--- config.mk ---
export PLATFORM = sky130hd
export DESIGN_NAME = dense_act_stage_flat
export DESIGN_NICKNAME = d
export VERILOG_FILES = /design/src/rtl/dense_act_stage_if.sv /design/src/rtl/dense_act_stage.sv /design/src/flat_wrapper.sv
export SDC_FILE = /design/constraint.sdc
export NUM_CORES = 1
export LEC_CHECK = 0
export BUFFER_PORTS_ARGS = -buffer_cell sky130_fd_sc_hd__buf_2
export CELL_PAD_IN_SITES_DETAIL_PLACEMENT = 1
export CELL_PAD_IN_SITES_GLOBAL_PLACEMENT = 1
export CORE_MARGIN = 5
export CORE_UTILIZATION = 45
export CTS_CLUSTER_SIZE = 8
export DETAILED_ROUTE_END_ITERATION = 7
export HOLD_SLACK_MARGIN = 0.05
export PLACE_DENSITY_LB_ADDON = 0.1
export SKIP_CTS_REPAIR_TIMING = 1
export SLEW_MARGIN = 5
export SYNTH_ARGS = -nofsm -noshare
export SYNTH_HDL_FRONTEND = slang
export SYNTH_SLANG_ARGS = --single-unit
--- constraint.sdc ---
create_clock -name clk -period 5 [get_ports clk]
set_input_delay 0.25 -clock clk [delete_from_list [all_inputs] [get_ports clk]]
set_output_delay 0.25 -clock clk [all_outputs]
set_load 0.01 [all_outputs]
--- src/rtl/dense_act_stage_if.sv ---
// Result stream from dense_act_stage to the next layer's input FIFO.
// A beat transfers on any rising edge where out_valid and out_ready are both high.
interface dense_act_stage_if #(
    parameter int OUT_WIDTH = 8
);
    logic                        out_valid;
    logic                        out_ready;
    logic signed [OUT_WIDTH-1:0] out_data;
    logic                        out_last;

    modport master (
        output out_valid,
        output out_data,
        output out_last,
        input  out_ready
    );

    modport slave (
        input  out_valid,
        input  out_data,
        input  out_last,
        output out_ready
    );
endinterface

--- src/rtl/dense_act_stage.sv ---
// Post-MAC output stage of a dense layer.
// Captures NO_NPL accumulators and biases on a start pulse, then adds the bias
// to each neuron, applies ReLU or linear pass-through, rescales and saturates
// the result to OUT_WIDTH, and buffers it (one neuron per cycle). The buffered
// results are then streamed out over a valid/ready handshake.
// OUT_WIDTH must not exceed ACC_WIDTH+1, and BIAS_WIDTH+SHIFT must not exceed ACC_WIDTH.
module dense_act_stage #(
    parameter int NO_NPL     = 4,
    parameter int ACC_WIDTH  = 16,
    parameter int BIAS_WIDTH = 4,
    parameter int OUT_WIDTH  = 8,
    parameter int SHIFT      = 4
) (
    input  logic                         clk,
    input  logic                         rst,
    input  logic                         act_fn_en,
    input  logic                         feed_through,
    input  logic [NO_NPL*ACC_WIDTH-1:0]  acc_in,
    input  logic [NO_NPL*BIAS_WIDTH-1:0] bias_in,
    dense_act_stage_if.master            stream,
    output logic                         busy,
    output logic                         done
);

    // One extra bit over the accumulator absorbs the shifted bias without overflow.
    localparam int SUM_W    = ACC_WIDTH + 1;
    localparam int IDX_W    = (NO_NPL > 1) ? $clog2(NO_NPL) : 1;
    localparam logic [IDX_W-1:0] LAST_IDX = IDX_W'(NO_NPL - 1);

    // Saturation bounds of the signed output, expressed at sum width.
    localparam logic signed [SUM_W-1:0] OUT_MAX =
        {{(SUM_W-OUT_WIDTH+1){1'b0}}, {(OUT_WIDTH-1){1'b1}}};
    localparam logic signed [SUM_W-1:0] OUT_MIN =
        {{(SUM_W-OUT_WIDTH+1){1'b1}}, {(OUT_WIDTH-1){1'b0}}};

    typedef enum logic [1:0] {
        IDLE    = 2'd0,
        COMPUTE = 2'd1,
        STREAM  = 2'd2
    } state_t;

    state_t           state;
    state_t           state_nxt;
    logic [IDX_W-1:0] idx;
    logic [IDX_W-1:0] idx_nxt;
    logic             done_nxt;
    logic             capture;
    logic             is_last;

    // Job operands frozen at start, and the per-neuron result buffer.
    logic signed [ACC_WIDTH-1:0]  acc_p0  [NO_NPL];
    logic signed [BIAS_WIDTH-1:0] bias_p0 [NO_NPL];
    logic                         lin_p0;
    logic signed [OUT_WIDTH-1:0]  res_p1  [NO_NPL];

    // Bias is scaled up to the accumulator's fixed-point position before adding.
    function automatic logic signed [SUM_W-1:0] bias_sum(
        input logic signed [ACC_WIDTH-1:0]  acc,
        input logic signed [BIAS_WIDTH-1:0] bias
    );
        logic signed [SUM_W-1:0] acc_x;
        logic signed [SUM_W-1:0] bias_x;
        acc_x  = {acc[ACC_WIDTH-1], acc};
        bias_x = {{(SUM_W-BIAS_WIDTH){bias[BIAS_WIDTH-1]}}, bias};
        return acc_x + (bias_x <<< SHIFT);
    endfunction

    // Clamp a rescaled value into the signed OUT_WIDTH range.
    function automatic logic signed [OUT_WIDTH-1:0] sat_out(
        input logic signed [SUM_W-1:0] v
    );
        if (v > OUT_MAX) begin
            return OUT_MAX[OUT_WIDTH-1:0];
        end else if (v < OUT_MIN) begin
            return OUT_MIN[OUT_WIDTH-1:0];
        end
        return v[OUT_WIDTH-1:0];
    endfunction

    // ReLU zeroes negative sums; for non-negative sums the arithmetic and the
    // logical shift agree, so both modes share one floor-toward-minus-infinity shift.
    function automatic logic signed [OUT_WIDTH-1:0] activate(
        input logic signed [ACC_WIDTH-1:0]  acc,
        input logic signed [BIAS_WIDTH-1:0] bias,
        input logic                         lin
    );
        logic signed [SUM_W-1:0] sum;
        logic signed [SUM_W-1:0] scaled;
        sum = bias_sum(acc, bias);
        if (!lin && sum[SUM_W-1]) begin
            return '0;
        end
        scaled = sum >>> SHIFT;
        return sat_out(scaled);
    endfunction

    assign is_last = (idx == LAST_IDX);

    // Control state register; reset aborts any job in flight without a done pulse.
    always_ff @(posedge clk) begin
        if (rst) begin
            state <= IDLE;
            idx   <= '0;
            done  <= 1'b0;
        end else begin
            state <= state_nxt;
            idx   <= idx_nxt;
            done  <= done_nxt;
        end
    end

    // Next-state logic: start only from IDLE, one neuron per COMPUTE cycle,
    // one beat per accepted STREAM transfer.
    always_comb begin
        state_nxt = state;
        idx_nxt   = idx;
        done_nxt  = 1'b0;
        capture   = 1'b0;
        case (state)
            IDLE: begin
                if (act_fn_en) begin
                    capture   = 1'b1;
                    state_nxt = COMPUTE;
                    idx_nxt   = '0;
                end
            end
            COMPUTE: begin
                if (is_last) begin
                    state_nxt = STREAM;
                    idx_nxt   = '0;
                end else begin
                    idx_nxt = idx + 1'b1;
                end
            end
            STREAM: begin
                if (stream.out_ready) begin
                    if (is_last) begin
                        state_nxt = IDLE;
                        idx_nxt   = '0;
                        done_nxt  = 1'b1;
                    end else begin
                        idx_nxt = idx + 1'b1;
                    end
                end
            end
            default: begin
                state_nxt = IDLE;
                idx_nxt   = '0;
            end
        endcase
    end

    // Capture stage: freeze the job operands so the MAC may move on immediately.
    always_ff @(posedge clk) begin
        if (capture) begin
            for (int k = 0; k < NO_NPL; k++) begin
                acc_p0[k]  <= acc_in[k*ACC_WIDTH +: ACC_WIDTH];
                bias_p0[k] <= bias_in[k*BIAS_WIDTH +: BIAS_WIDTH];
            end
            lin_p0 <= feed_through;
        end
    end

    // Compute stage: activate one neuron per cycle into the result buffer.
    always_ff @(posedge clk) begin
        if (state == COMPUTE) begin
            res_p1[idx] <= activate(acc_p0[idx], bias_p0[idx], lin_p0);
        end
    end

    // Stream outputs read straight from the buffer, so they hold while stalled
    // and are forced to zero outside STREAM.
    always_comb begin
        stream.out_valid = (state == STREAM);
        stream.out_data  = '0;
        stream.out_last  = 1'b0;
        if (state == STREAM) begin
            stream.out_data = res_p1[idx];
            stream.out_last = is_last;
        end
    end

    assign busy = (state != IDLE);

endmodule
--- src/flat_wrapper.sv ---
// flat-port wrapper written by rule: the top's interface ports become plain ports
module dense_act_stage_flat 
#(
    parameter int NO_NPL     = 4,
    parameter int ACC_WIDTH  = 16,
    parameter int BIAS_WIDTH = 4,
    parameter int OUT_WIDTH  = 8,
    parameter int SHIFT      = 4
)
  (clk, rst, act_fn_en, feed_through, acc_in, bias_in, busy, done, stream_out_valid, stream_out_data, stream_out_last, stream_out_ready);
  dense_act_stage_if #(.OUT_WIDTH(OUT_WIDTH)) stream_i ();
  input  logic clk;
  input  logic rst;
  input  logic act_fn_en;
  input  logic feed_through;
  input  logic [NO_NPL*ACC_WIDTH-1:0] acc_in;
  input  logic [NO_NPL*BIAS_WIDTH-1:0] bias_in;
  output logic busy;
  output logic done;
  output wire logic [$bits(stream_i.out_valid)-1:0] stream_out_valid;
  output wire logic [$bits(stream_i.out_data)-1:0] stream_out_data;
  output wire logic [$bits(stream_i.out_last)-1:0] stream_out_last;
  input wire logic [$bits(stream_i.out_ready)-1:0] stream_out_ready;
  assign stream_out_valid = stream_i.out_valid;
  assign stream_out_data = stream_i.out_data;
  assign stream_out_last = stream_i.out_last;
  assign stream_i.out_ready = stream_out_ready;
  dense_act_stage #(.NO_NPL(NO_NPL), .ACC_WIDTH(ACC_WIDTH), .BIAS_WIDTH(BIAS_WIDTH), .OUT_WIDTH(OUT_WIDTH), .SHIFT(SHIFT)) u_core (.clk(clk), .rst(rst), .act_fn_en(act_fn_en), .feed_through(feed_through), .acc_in(acc_in), .bias_in(bias_in), .stream(stream_i), .busy(busy), .done(done));
endmodule
==> results.tsv <==
metric	value	unit
fin_crit	4.06	ns
cpMaxStageDelayCell	dfxtp_2	
overflow	0	
slowest_delay	0.63	ns
port_buffers	80	
synth_nets	395	
grt_pass1_vias	3051	
start_util	0.459	
yosys.cell_types.count	46	
start_kind	register	
path_class	reg2reg	
p_sw	0.632	mW
syn_inst	289	
dieArea	12600	um2
finClkSkew	0.0106	ns
ys_seq_elements	104	
grt_setup_unrepaired	no	
viasPerCell	5.18	
hold_viol	0	
io_pins	97	
p_int	1.51	mW
ant_nets	0	
crit_fanout	13	
clk_pin_slew	0.10	ns
hp-class	in2reg	
grt_start_max_net_pins	66	
powerDensity	354	nW/um2
mostFrequentLayoutCell	edfxtp_1	
nets	536	
place_congestion	0.805	
cts_sinks	104	
cts_buffers	9	
area_delta_synth_final	27.7	%
dp_hpwl	7.16	mm
antenna_found_initial	0	
crit_required	5.11	ns
cp-end-kind	register	
drc	0	
final.period_utilization	0.811	
tightestPinTransition	0.824	ns
power_frac_clock	0.235	
clock_path_buffers	2	
drtIter0Drc	128	
root_buffer	clkbuf_8	
ir_worst_vdd	0.000192	V
synth_area	4720	um2
slew_headroom	0.450	
setup_violations	0	
fp.dieH	112	um
grt_pass1_wl	15.9	mm
seqPwrFrac	0.513	
cp.arrival	4.17	ns
path_cells	mux4_2, ha_1, fa_1, a211oi_1, o211ai_1, nand2_1, xor2_1, or3_1, o41a_1, o21ai_0	
power.leakage	2.27	nW
drv_slew	0	
track_usage	0.159	
rows	37	
combinationalPowerShare	0.252	
status	complete, no violations	
cts_tree	built	
layout_common_cells	edfxtp_1, buf_2, dlygate4sd3_1	
maxCapViolCount	0	
tns	0	ns
synth_async_sr_flop_share	0	
htreeDepth	3	
finalWirelength	10.4	mm
fmax	247	MHz
drive_gt1_frac	0.308	
synth-seq-area-share	0.647	
synth_edf_count	97	
insertion_delay	0.36	ns
drt-pass1-iter-count	4	
fin_hold_ws	0.0642	ns
ys.flop_type	edfxtp_1	
core_area	10300	um2
synth_warnings	0	
n_antenna_cell	0	
die_w	112	um
wl_per_cell	18.2	um
hp-start	acc_in[31]	
syn_area_per_cell	16.3	um2
switching_share	0.296	
vias	2960	
## worst max-delay path, delay by kind of cell (launching register included)
family / cells / cell delay [ns]
DFF: 1 / 0.63
adders and majority gates: 2 / 0.67
xor gates and xnor gates: 1 / 0.07
and+or+nand+nor: 2 / 0.44
AOI/OAI and AO/OA: 4 / 1.40
muxes: 1 / 0.57
## final timing paths
kind	slack [ns]	cells past startpoint	endpoint
setup / recovery	0.94	10	u_core.res_p1[2][1]
hold / removal	0.06	1	u_core.acc_p0[1][15]
setup reg to reg	0.94	10	u_core.res_p1[2][1]
hold reg to reg	0.55	2	u_core.idx[1]
## synth_stat cells (all sizes together), types with 5 or more instances
master  count  share of area
nand2       8         0.0064
dfxtp       7          0.030
o21ai      11          0.012
ha         20          0.053
nor2       12         0.0095
xor2        5         0.0093
mux4       24           0.11
edfxtp     97           0.62
and2       18          0.024
nand3       6         0.0064
a21oi       9         0.0095
inv        11         0.0087
buf         5         0.0048
## cell type report
type                       count  area, um2
multi-input combinational    165       1590
tap                          136        170
timing repair buffer         139        981
clock buffer                   9        124
fill                        1024       4250
sequential                   104       3050
clock inverter                 7       66.3
inverter                      11       41.3
## power groups by stage
stage	registers [mW]	clock network (mW)	logic, mW
finish	1.10	0.503	0.537
global route	1.11	0.561	0.607
CTS	1.10	0.516	0.512
detailed placement	1.12	0	0.509
global placement	1.11	0	0.492
floorplan	1.10	0	0.378
## registers in the layout (all words and copies together) (netlist names), named ones only
name,count
u_core.done,1
u_core.lin_p0,1
u_core.acc_p0,48
u_core.res_p1,32
u_core.idx,2
u_core.bias_p0,16
u_core.state,2
## kinds of logic (layout without fill, tap and decap cells)
family          count (synthesis)  after routing  synth area share
fa+ha+maj                      21             21            0.0572
flops                         104            104             0.647
compound gates                 45             45            0.0689
xor+xnor                        7              7            0.0130
mux                            28             28             0.123
simple gates                   64             64            0.0742
buf+inv                        20            166            0.0167
## per-layer routing
layer,vias up,share of wire,track usage
met5,-,0,0
met4,0,0.0080,0.0337
met3,7,0.044,0.0431
met2,68,0.51,0.270
met1,1468,0.44,0.208
li1,1417,-,-
## stage by stage
step           power (mW)  worst slack (ns)  std cells  utilization  area [um2]
5_1_grt              2.27             0.589        571        0.586        6030
3_3_place_gp         1.61             0.947        500        0.514        5290
6_report             2.14             0.945        571        0.586        6030
3_5_place_dp         1.63             0.868        500        0.514        5290
2_1_floorplan        1.48             0.895        289            -        4720
4_1_cts              2.13             0.859        516        0.533        5480
No activity file was read; power rests on OpenSTA's default activity.
